$ cat src/rtl/serial_add_ctrl.sv
// -----------------------------------------------------------------------------
// serial_add_ctrl
//   Bit-serial unsigned adder controller.  On an accepted start strobe it
//   captures two WIDTH-bit operands. It then feeds one LSB-first bit pair per
//   clock through a single-bit add cell, keeping the carry in a flop between
//   cycles. After WIDTH bit-steps it publishes the assembled sum and the final
//   carry-out together, and pulses done for one cycle.
//
//   Latency : start accepted at edge E0 -> result/cout/done update at E0+WIDTH.
//   Flow    : busy is high for WIDTH cycles. A start during that time is
//             ignored. A start in the done cycle is accepted, so the minimum
//             issue interval is WIDTH+1.
//
// Ports
//   clk     : clock, all state changes on the rising edge
//   rst     : synchronous active-high reset; wins over start and over an
//             in-flight add (an aborted add never pulses done)
//   start   : add request, sampled only while idle
//   a_in    : operand A, captured on the accepting edge
//   b_in    : operand B, captured on the accepting edge
//   busy    : serial add in progress
//   done    : one-cycle completion pulse
//   result  : WIDTH-bit sum, held between completions
//   cout    : carry-out of the MSB, held with result
// -----------------------------------------------------------------------------

// Single-bit full-add cell: sum and carry of two operand bits plus carry-in.
module serial_add_bit_cell (
  input  logic a_i,
  input  logic b_i,
  input  logic c_i,
  output logic s_o,
  output logic c_o
);

  logic half_sum;

  // Half-add of the operand bits, then fold in the carry.
  assign half_sum = a_i ^ b_i;
  assign s_o      = half_sum ^ c_i;
  assign c_o      = (a_i & b_i) | (c_i & half_sum);

endmodule

module serial_add_ctrl #(
  parameter int WIDTH = 8,
  parameter int CNT_W = $clog2(WIDTH) + 1
) (
  input  logic             clk,
  input  logic             rst,
  input  logic             start,
  input  logic [WIDTH-1:0] a_in,
  input  logic [WIDTH-1:0] b_in,
  output logic             busy,
  output logic             done,
  output logic [WIDTH-1:0] result,
  output logic             cout
);

  typedef enum logic {
    ST_IDLE  = 1'b0,
    ST_SHIFT = 1'b1
  } state_e;

  localparam logic [CNT_W-1:0] LAST_CNT = CNT_W'(WIDTH - 1);
  localparam logic [CNT_W-1:0] CNT_ONE  = CNT_W'(1);

  // ---------------------------------------------------------------------------
  // State
  // ---------------------------------------------------------------------------
  state_e           state_q;
  logic [WIDTH-1:0] a_q;        // operand A, shifted right one bit per step
  logic [WIDTH-1:0] b_q;        // operand B, shifted right one bit per step
  logic [WIDTH-1:0] sum_q;      // partial sum, new bits enter at the MSB
  logic             carry_q;    // carry between successive bit-steps
  logic [CNT_W-1:0] cnt_q;      // index of the bit being added this cycle
  logic             busy_q;
  logic             done_q;
  logic [WIDTH-1:0] result_q;
  logic             cout_q;

  // ---------------------------------------------------------------------------
  // Datapath: one bit-step per cycle
  // ---------------------------------------------------------------------------
  logic             bit_s;
  logic             carry_d;
  logic [WIDTH-1:0] sum_d;
  logic [WIDTH-1:0] a_d;
  logic [WIDTH-1:0] b_d;
  logic [CNT_W-1:0] cnt_d;
  logic             last_step;

  serial_add_bit_cell u_bit_cell (
    .a_i (a_q[0]),
    .b_i (b_q[0]),
    .c_i (carry_q),
    .s_o (bit_s),
    .c_o (carry_d)
  );

  always_comb begin
    // Sum bits arrive LSB first. Shifting them in at the top leaves
    // the complete word correctly aligned after exactly WIDTH steps.
    sum_d     = {bit_s, sum_q[WIDTH-1:1]};
    a_d       = a_q >> 1;
    b_d       = b_q >> 1;
    cnt_d     = cnt_q + CNT_ONE;
    last_step = (cnt_q == LAST_CNT);
  end

  // ---------------------------------------------------------------------------
  // Control FSM with registered outputs
  // ---------------------------------------------------------------------------
  always_ff @(posedge clk) begin
    if (rst) begin
      state_q  <= ST_IDLE;
      a_q      <= '0;
      b_q      <= '0;
      sum_q    <= '0;
      carry_q  <= 1'b0;
      cnt_q    <= '0;
      busy_q   <= 1'b0;
      done_q   <= 1'b0;
      result_q <= '0;
      cout_q   <= 1'b0;
    end else begin
      // done is a single-cycle pulse. It is re-raised only on a completion edge.
      done_q <= 1'b0;

      case (state_q)
        ST_IDLE: begin
          if (start) begin
            a_q     <= a_in;
            b_q     <= b_in;
            sum_q   <= '0;
            carry_q <= 1'b0;
            cnt_q   <= '0;
            busy_q  <= 1'b1;
            state_q <= ST_SHIFT;
          end
        end

        ST_SHIFT: begin
          // start, a_in and b_in are intentionally ignored here.
          a_q     <= a_d;
          b_q     <= b_d;
          sum_q   <= sum_d;
          carry_q <= carry_d;
          cnt_q   <= cnt_d;
          if (last_step) begin
            // Publish the whole word at once so result never shows a
            // partially assembled sum.
            result_q <= sum_d;
            cout_q   <= carry_d;
            done_q   <= 1'b1;
            busy_q   <= 1'b0;
            state_q  <= ST_IDLE;
          end
        end

        default: begin
          state_q <= ST_IDLE;
          busy_q  <= 1'b0;
        end
      endcase
    end
  end

  assign busy   = busy_q;
  assign done   = done_q;
  assign result = result_q;
  assign cout   = cout_q;

endmodule
$ cat config.mk
export PLATFORM = sky130hd
export DESIGN_NAME = serial_add_ctrl
export DESIGN_NICKNAME = d
export VERILOG_FILES = /design/src/rtl/serial_add_ctrl.sv
export SDC_FILE = /design/constraint.sdc
export NUM_CORES = 1
export LEC_CHECK = 0
export BUFFER_PORTS_ARGS = -buffer_cell sky130_fd_sc_hd__buf_2
export CORE_MARGIN = 1.5
export CORE_UTILIZATION = 58
export DETAILED_ROUTE_END_ITERATION = 8
export GPL_TIMING_DRIVEN = 0
export MAX_ROUTING_LAYER = met4
export PLACE_DENSITY_LB_ADDON = 0.15
export SLEW_MARGIN = 20
export SYNTH_ARGS = -nofsm -noshare
export SYNTH_HDL_FRONTEND = slang
export SYNTH_HIERARCHICAL = 1
export SYNTH_SLANG_ARGS = --single-unit
$ cat constraint.sdc
create_clock -name clk -period 2.2 [get_ports clk]
set_clock_uncertainty 0.15 [all_clocks]
set_input_delay 0.33 -clock clk [delete_from_list [all_inputs] [get_ports clk]]
set_output_delay 0.33 -clock clk [all_outputs]
set_load 0.02 [all_outputs]
==> run metrics <==
Worst slew margin 70.9%; RSZ-0062 raised after global routing no; synth top area cells dfxtp_1 48%, mux2i_1 10%, mux2_2 8.9%, nor2_1 5.7%, a22o_1 4.8%; port bufs 28; top_reg_cell synth dfxtp_1; DR vias/cell 5.53; Post-Place Cell Area 1830 um2; DP Worst Slack 0.638 ns; Power Total 1.29 mW; Final setup viols 0; largest area contributor in the netlist dfxtp_1; f_max 632 MHz; routability-driven placement congestion ratio 0.728; H-Tree Level Count 2; Clock Power Share 29.4%; Antenna diodes 0; CTS sink cnt 40; number of global-route vias before repair 1207; switch share 24.3%; synthesized flop and latch total 40; Non-Filler Instances 221; min Tclk post-route 1.58 ns; Final Cycle Share 71.9%; outcome finished, final reports clean; clk buf depth 2; drt pass-1 iters 4; syn nets 175; DRT antenna net count 0; count leader, synth dfxtp_1; # DRC 0; maximum vdd ir drop 0.688 mV; total die area 3180 um2; Max Cap Violations 0; vias post-DR 1223; total I/O pin count 30; Worst EP arrival 1.67 ns; top cells by count, synth 40 x dfxtp_1, 25 x nor2_1, 17 x mux2i_1, 13 x mux2_2, 12 x a21oi_1; ys async rst share 0%; synthesized area 1650 um2; main combinational cell family by area after synthesis multiplexers; Flop pwr share 59.2%; crit end category register; WL per Instance 13.7 um; antenna violations before repair 0; Internal Power 0.975 mW; final number of max-transition violations 0; Routed WL 3020 um; post-route cell area 1890 um2; yosys warns 6; Max FO, Critical Path 10; DPL Wire Length 2220 um; Worst EP required 2.29 ns; startpoint types register; Synth Area in Adders 1.97%; post-synthesis mux area share 20.1%; Synth Area in XOR/XNOR 0%; first-pass GRT wire length 5380 um; sequential share of the synthesized area 48.5%; switching power 0.314 mW; Reg clk slew, reported paths 0.11 ns; count of cell types in the netlist 25; HP Class input pin to register; worst skew pair latency 0.34 ns; Total GRT Usage 23.0%; Core Box Area 2730 um2; final hold vios 0; cts bufs inserted 5; P_leak 0.851 nW; initial drt markers 16; CTS tree yes; Initial Utilization 60.4%; Comb power frac 11.4%; Post-CTS Setup Bufs 0; CTS Root Cell clkbuf_4; gr ovfl total 0; layout cells sized above 1 33.7%; hold_buf cts 0; Mapped Cells 154; FP Rows 19; cts repair resizes 0; Placed Instances 213; top cell type's share of synthesized area 48.5%; pwr/cell area 681 nW/um2; DIE WIDTH 56.4 um; DIE HEIGHT 56.4 um; compound-gate portion of the synthesized area 10.2%; Final nets 210; total negative slack 0 ns; number of synthesized flops with an enable pin 0; kind of critical path register to register; final setup margin 0.618 ns; largest net degree at the start of global routing 13; Avg Inst Size Synth 10.7 um2; Worst Tran Pin Value 0.436 ns; Simple-Gate Fraction of Synth Area 13.9%; Area Overhead vs Synth 14.5%
## logic make-up (layout without fill, tap and decap cells)
logic type / after synthesis / in the layout
AO/OA/AOI/OAI: 25 / 25
adder cells (fa/ha/maj): 2 / 2
buffers and inverters: 13 / 49
flip-flops: 40 / 40
multiplexers: 31 / 31
AND/OR/NAND/NOR: 43 / 43
## worst max-delay path, stage by stage (launching register included)
cell and delay, ns:
dfxtp_1 0.41, ha_1 0.23, nand4b_2 0.17, nor2b_4 0.17
buf_6 0.13, a22o_1 0.23
## metrics by stage
stage	utilization, %	hold slack (ns)
2_1_floorplan	-	0.284
3_3_place_gp	67.0	0.295
3_5_place_dp	67.0	0.299
4_1_cts	69.2	0.115
5_1_grt	69.2	0.109
6_report	69.2	0.128
## state kept, by name, summed over array words and instances (netlist names)
| signal | cells |
|---|---|
| b_q | 8 |
| cnt_q | 4 |
| cout | 1 |
| busy | 1 |
| result | 8 |
| carry_q | 1 |
| a_q | 8 |
| state_q | 1 |
| done | 1 |
| sum_q | 7 |
## final cells by class
cell class	instances	area, um2
clock buffer	6	51.3
fill	224	842
sequential	40	801
clock inverter	2	10.0
tap	31	38.8
buffer	12	86.3
inverter	1	3.75
timing repair buffer	28	140
multi-input combinational	101	761
## power by group through the flow
stage               clock, mW  sequential (mW)  combinational, mW
floorplan                   0            0.777              0.109
global placement            0            0.778              0.141
detailed placement          0            0.780              0.147
CTS                     0.391            0.763              0.149
global route            0.419            0.766              0.165
finish                  0.379            0.763              0.148
## metal layers
metal  share of wire, %  vias up  track usage [%]  wire [um]
met2                 50       34             39.2       1510
met1                 44      577             25.1       1320
met3                4.9        4             7.60        149
li1                   -      608                -          -
met5                  0        -                -          0
met4                1.7        0             8.16         51
## final timing paths
path | cells after the start | slack, ns | endpoint | startpoint
worst max-delay path | 5 | 0.62 | result[4] | cnt_q[0]
worst min register to register | 1 | 0.32 | busy | busy
worst min-delay path | 2 | 0.13 | done | rst
worst max register to register | 5 | 0.62 | result[4] | cnt_q[0]
## layout by cell type, fill, tap and decap left out, types with 2 or more instances in the layout
cell type / synthesis / routed
mux2_2: 13 / 13
buf_6: 4 / 4
nor2_1: 25 / 25
clkinv_2: 0 / 2
nor2b_1: 2 / 2
clkbuf_4: 0 / 5
dfxtp_1: 40 / 40
nor3_1: 3 / 3
a22o_1: 9 / 9
buf_2: 6 / 34
mux2i_1: 17 / 17
a21oi_1: 12 / 12
nor3b_1: 9 / 9
Note: power is estimated with default switching activity, not from simulation.
